--- src/rtl/eth_egress_pkt_receiver.sv ---
// rtl/eth_egress_pkt_receiver.sv - store-and-forward egress packet buffer
// Accepts a tx_* word stream, commits only complete good packets, drops bad ones and keeps stats.
module eth_egress_pkt_receiver #(
   parameter int DEPTH     = 64,
   parameter int MAX_WORDS = 380
) (
   input  logic        clk,
   input  logic        reset,
   input  logic [1:0]  in_bv,
   input  logic [31:0] in_data,
   input  logic        in_valid,
   input  logic        in_sop,
   input  logic        in_eop,
   output logic [31:0] out_data,
   output logic [1:0]  out_bv,
   output logic        out_sop,
   output logic        out_eop,
   output logic        out_valid,
   input  logic        out_ready,
   output logic [15:0] pkt_ok_cnt,
   output logic [15:0] pkt_drop_cnt,
   output logic [15:0] frame_err_cnt,
   output logic [15:0] last_pkt_len
);

   localparam int AW = $clog2(DEPTH);
   localparam int PW = AW + 1;
   localparam logic [PW-1:0] DEPTH_P = PW'(DEPTH);
   localparam logic [15:0] MAXW = 16'(MAX_WORDS);

   typedef enum logic [1:0] {S_IDLE, S_IN_PKT, S_DISCARD} state_t;

   state_t        state_q, state_d;
   logic [PW-1:0] wr_ptr_q, wr_ptr_d;
   logic [PW-1:0] commit_ptr_q, commit_ptr_d;
   logic [PW-1:0] rd_ptr_q, rd_ptr_d;
   logic [15:0]   word_cnt_q, word_cnt_d;
   logic [15:0]   ok_cnt_q, ok_cnt_d;
   logic [15:0]   drop_cnt_q, drop_cnt_d;
   logic [15:0]   ferr_cnt_q, ferr_cnt_d;
   logic [15:0]   len_q, len_d;

   logic [35:0]   mem_q [DEPTH];
   logic          we;
   logic [PW-1:0] waddr;
   logic [PW-1:0] base;
   logic          start_new;
   logic [35:0]   wword;
   logic [15:0]   eop_bytes;
   logic          rd_fire;

   assign wword     = {in_sop, in_eop, (in_eop ? in_bv : 2'b00), in_data};
   assign eop_bytes = (in_bv == 2'b00) ? 16'd4 : {14'd0, in_bv};

   assign out_valid = (rd_ptr_q != commit_ptr_q);
   assign {out_sop, out_eop, out_bv, out_data} = mem_q[rd_ptr_q[AW-1:0]];
   assign rd_fire   = out_valid & out_ready;

   assign pkt_ok_cnt    = ok_cnt_q;
   assign pkt_drop_cnt  = drop_cnt_q;
   assign frame_err_cnt = ferr_cnt_q;
   assign last_pkt_len  = len_q;

   always_comb begin
      state_d      = state_q;
      wr_ptr_d     = wr_ptr_q;
      commit_ptr_d = commit_ptr_q;
      rd_ptr_d     = rd_fire ? rd_ptr_q + PW'(1) : rd_ptr_q;
      word_cnt_d   = word_cnt_q;
      ok_cnt_d     = ok_cnt_q;
      drop_cnt_d   = drop_cnt_q;
      ferr_cnt_d   = ferr_cnt_q;
      len_d        = len_q;
      we           = 1'b0;
      waddr        = wr_ptr_q;
      base         = wr_ptr_q;
      start_new    = 1'b0;

      if (in_valid) begin
         case (state_q)
            S_IDLE: begin
               if (in_sop) start_new = 1'b1;
               else        ferr_cnt_d = ferr_cnt_q + 16'd1;
            end
            S_IN_PKT: begin
               if (in_sop) begin
                  // Abandon the partial packet; the new sop word reuses its space.
                  drop_cnt_d = drop_cnt_q + 16'd1;
                  wr_ptr_d   = commit_ptr_q;
                  base       = commit_ptr_q;
                  start_new  = 1'b1;
               end else if ((wr_ptr_q - rd_ptr_q) == DEPTH_P) begin
                  drop_cnt_d = drop_cnt_q + 16'd1;
                  wr_ptr_d   = commit_ptr_q;
                  state_d    = in_eop ? S_IDLE : S_DISCARD;
               end else if (!in_eop && (word_cnt_q + 16'd1 >= MAXW)) begin
                  drop_cnt_d = drop_cnt_q + 16'd1;
                  wr_ptr_d   = commit_ptr_q;
                  state_d    = S_DISCARD;
               end else begin
                  we         = 1'b1;
                  waddr      = wr_ptr_q;
                  wr_ptr_d   = wr_ptr_q + PW'(1);
                  word_cnt_d = word_cnt_q + 16'd1;
                  if (in_eop) begin
                     commit_ptr_d = wr_ptr_q + PW'(1);
                     ok_cnt_d     = ok_cnt_q + 16'd1;
                     len_d        = {word_cnt_q[13:0], 2'b00} + eop_bytes;
                     state_d      = S_IDLE;
                  end
               end
            end
            S_DISCARD: begin
               if (in_sop)      start_new = 1'b1;
               else if (in_eop) state_d   = S_IDLE;
            end
            default: state_d = S_IDLE;
         endcase

         if (start_new) begin
            if ((base - rd_ptr_q) == DEPTH_P) begin
               drop_cnt_d = drop_cnt_d + 16'd1;
               wr_ptr_d   = commit_ptr_q;
               state_d    = in_eop ? S_IDLE : S_DISCARD;
            end else begin
               we       = 1'b1;
               waddr    = base;
               wr_ptr_d = base + PW'(1);
               if (in_eop) begin
                  commit_ptr_d = base + PW'(1);
                  ok_cnt_d     = ok_cnt_q + 16'd1;
                  len_d        = eop_bytes;
                  state_d      = S_IDLE;
               end else begin
                  word_cnt_d = 16'd1;
                  state_d    = S_IN_PKT;
               end
            end
         end
      end
   end

   always_ff @(posedge clk) begin
      if (reset) begin
         state_q      <= S_IDLE;
         wr_ptr_q     <= '0;
         commit_ptr_q <= '0;
         rd_ptr_q     <= '0;
         word_cnt_q   <= '0;
         ok_cnt_q     <= '0;
         drop_cnt_q   <= '0;
         ferr_cnt_q   <= '0;
         len_q        <= '0;
      end else begin
         state_q      <= state_d;
         wr_ptr_q     <= wr_ptr_d;
         commit_ptr_q <= commit_ptr_d;
         rd_ptr_q     <= rd_ptr_d;
         word_cnt_q   <= word_cnt_d;
         ok_cnt_q     <= ok_cnt_d;
         drop_cnt_q   <= drop_cnt_d;
         ferr_cnt_q   <= ferr_cnt_d;
         len_q        <= len_d;
      end
   end

   // Storage needs no reset: only words between rd_ptr and commit_ptr are ever visible.
   always_ff @(posedge clk) begin
      if (we && !reset) mem_q[waddr[AW-1:0]] <= wword;
   end

endmodule

--- config.mk ---
export PLATFORM = sky130hd
export DESIGN_NAME = eth_egress_pkt_receiver
export DESIGN_NICKNAME = d
export VERILOG_FILES = /design/src/rtl/eth_egress_pkt_receiver.sv
export SDC_FILE = /design/constraint.sdc
export NUM_CORES = 2
export LEC_CHECK = 0
export BUFFER_PORTS_ARGS = -buffer_cell sky130_fd_sc_hd__buf_2
export CORE_MARGIN = 2
export CORE_UTILIZATION = 55
export CTS_CLUSTER_DIAMETER = 60
export DETAILED_ROUTE_END_ITERATION = 7
export PLACE_DENSITY = 0.7
export SLEW_MARGIN = 20
export SYNTH_ARGS = -nofsm -noshare
export SYNTH_HDL_FRONTEND = slang
export SYNTH_SLANG_ARGS = --single-unit
--- constraint.sdc ---
create_clock -name clk -period 6.31 [get_ports clk]
set_input_delay 0.9465 -clock clk [delete_from_list [all_inputs] [get_ports clk]]
set_output_delay 0.9465 -clock clk [all_outputs]
set_load 0.05 [all_outputs]
==> flow_summary.json <==
{
  "syn_area_um2": 94200,
  "crit_top_cell": "mux4_2",
  "multiInputGateArea_um2": 22300,
  "layout-drive-gt1-share_pct": 32.2,
  "holdBufCountCts": 0,
  "crit_slowest_cell": "dfxtp_4",
  "layout.nets": 4616,
  "cp_cell_sequence": "buf_12, mux4_2, mux4_2, mux2i_1, o21ai_0, buf_2",
  "firstDrtPassIters": 6,
  "endpoint_kind": "primary output",
  "dp_hpwl_um": 142000,
  "num_rows": 151,
  "cts_buffers": 232,
  "internal-power_w": 0.0273,
  "grt_overflow": 0,
  "viasPerCell": 6.58,
  "synth-edff-count": 2304,
  "yosys.area.top_type_share_pct": 73.4,
  "drc": 0,
  "fin_crit_ps": 5540,
  "die_area_um2": 175000,
  "design.core.area_um2": 170000,
  "start_util_pct": 55.5,
  "instances_no_fill": 6976,
  "synth_ff_type": "edfxtp_1",
  "whs_ps": 389,
  "ys_types": 80,
  "status": "finished, final reports clean",
  "power_frac_clock_pct": 38.2,
  "cp-start-kind": "flip-flop",
  "cts-resized-gates": 0,
  "worstMarginPinSlew_ps": 1010,
  "crit_required_ps": 5360,
  "p_comb_share_pct": 12.7,
  "worstSetupPathType": "reg2out",
  "die_w_um": 418,
  "slew_viol_final": 0,
  "slowest_delay_ps": 740,
  "antenna_found_initial": 19,
  "setup_tns_ps": 0,
  "place_congestion": 0.869,
  "relSlewSlack_pct": 32.8,
  "yosys_warnings": 0,
  "grt_pass1_wl_um": 335000,
  "yosys.cell_count.top_type": "edfxtp_1",
  "synth_top_cells_by_area": "edfxtp_1, mux4_2, dfxtp_1, nor2_1, clkbuf_1",
  "rsz0062_at_grt": "no",
  "wl_per_cell_um": 33.3,
  "die_h_um": 418,
  "cts.clk_slew.worst_paths_ps": 60,
  "clock-sinks": 2413,
  "min_path_type": "in2reg",
  "vias": 45900,
  "dp.cells": 6532,
  "cts_buffer_depth": 3,
  "postCtsSetupBuffers": 0,
  "yosys_register_bits": 2413,
  "gr-usage-all-layers_pct": 27.1,
  "setup_viol": 0,
  "skew_ps": 21.3,
  "cap_violations": 0,
  "area_growth_syn_to_layout_pct": 13.6,
  "synth_nets": 4267,
  "grt_pass1_vias": 45000,
  "hold_viol_final": 0,
  "io_buffers": 140,
  "synth_top_cells_by_count": "edfxtp_1, mux4_2, nor2_1, clkbuf_1, dfxtp_1",
  "htree_levels": 4,
  "root_buffer": "clkbuf_16",
  "ant_nets": 0,
  "syn_inst": 4200,
  "timing.final.crit_share_pct": 87.8,
  "power.density_nw_per_um2": 336,
  "avgSynthCellArea_um2": 22.4,
  "io_pins": 141,
  "dr.first_iter.drc_count": 6627,
  "crit_fanout": 58,
  "p_sw_w": 0.00861,
  "vdd_drop_max_v": 0.000281,
  "async_reset_ff_share_pct": 0,
  "seq_area_frac_synth_pct": 75.8,
  "synth_top_area_cell": "edfxtp_1",
  "worstSkewPairLatency_ps": 860,
  "n_fill_cell": 11200,
  "cts_tree": "built",
  "seq_area_um2": 71400,
  "p_seq_share_pct": 49.1,
  "critical_path_arrival_ps": 4590,
  "grt_start_max_net_pins": 109,
  "max_freq_ghz": 0.180,
  "p_leak_nw": 32.8,
  "p_sw_share_pct": 24.0,
  "routed_wl_um": 233000
}
-- path summary, 6_finish.rpt --
kind                         from               to  slack (ps)  depth (start not counted)
setup / recovery        flip-flop     out_data[31]         770                          6
hold / removal           in_bv[0]  last_pkt_len[0]         390                          3
setup reg to reg       state_q[1]     mem_q[46][9]        1110                         16
hold reg to reg   last_pkt_len[0]  last_pkt_len[0]         460                          2
-- worst max-delay path: cells and delay by family (launching register included) --
kind / cells / cell delay, ps
AOI/OAI and AO/OA: 1 / 310
buffers and inverters: 2 / 740
DFF: 1 / 740
muxes: 3 / 1820
-- power by group through the flow --
stage	sequential (W)	combinational [W]	clock [W]
floorplan	0.0179	0.00288	0
finish	0.0176	0.00456	0.0137
CTS	0.0176	0.00462	0.0139
global route	0.0176	0.00475	0.0145
detailed placement	0.0180	0.00460	0
global placement	0.0180	0.00457	0
-- routing by layer --
metal	track usage (%)	up-vias	share of wire, %
li1	-	18500	-
met1	39.5	24600	39
met2	43.3	2447	49
met3	4.58	316	9.2
met4	6.91	8	2.5
met5	0	-	0.028
-- cell families (layout without fill, tap and decap cells) --
logic type | after synthesis | count (layout) | share of synthesized area [%]
AOI/OAI and AO/OA | 180 | 180 | 1.33
xor gates and xnor gates | 96 | 96 | 0.907
adders and majority gates | 27 | 27 | 0.359
buffers and inverters | 260 | 812 | 1.09
DFF | 2413 | 2413 | 75.8
muxes | 780 | 780 | 18.3
other | 0 | 6 | 0
and+or+nand+nor | 444 | 444 | 2.27
-- state kept, by name (all words and copies together), names as in the netlist, named ones only --
signal,count
mem_q,2304
wr_ptr_q,7
state_q,2
rd_ptr_q,7
pkt_drop_cnt,16
last_pkt_len,16
word_cnt_q,16
commit_ptr_q,7
frame_err_cnt,16
pkt_ok_cnt,16
-- metrics by stage --
stage          utilization [%]  cell area (µm²)  worst slack [ps]  power, W
6_report                  63.0           107000               770    0.0359
5_1_grt                   63.0           107000               711    0.0369
4_1_cts                   63.0           107000               730    0.0362
3_5_place_dp              58.6            99500               610    0.0226
3_3_place_gp              58.5            99400               599    0.0226
2_1_floorplan                -            94200               239    0.0208
-- placed cells by master (no fill, tap or decap), types with 11 or more instances in the layout --
master	Yosys	layout
inv_6	0	11
mux4_2	751	751
buf_4	7	157
a31oi_1	15	15
ha_1	27	27
nand3_1	38	38
nor2_1	177	113
a21oi_1	37	37
nor4_1	19	18
bufinv_16	0	23
nand4_1	21	21
inv_1	30	30
nand2_1	76	76
mux2i_1	16	16
o21ai_0	37	37
nor2_4	0	64
edfxtp_1	2304	2304
nor3_1	20	20
xor2_1	53	53
clkinv_1	1	52
clkinv_2	0	46
clkbuf_16	0	233
dfxtp_1	109	103
buf_12	0	48
and3_1	21	21
clkbuf_1	138	46
a22oi_1	17	17
buf_2	9	136
xnor2_1	42	42
-- cell type report --
type                            instances  share of cell area [%]
Timing Repair Buffer                  344                    2.71
Antenna cell                            6                  0.0140
Clock buffer                          279                    5.61
Inverter                               31                   0.109
Multi-Input combinational cell       1527                    20.8
Clock inverter                        158                    1.44
Tap cell                             2218                    2.59
Sequential cell                      2413                    66.7
Power figures use the tool's default switching activity.
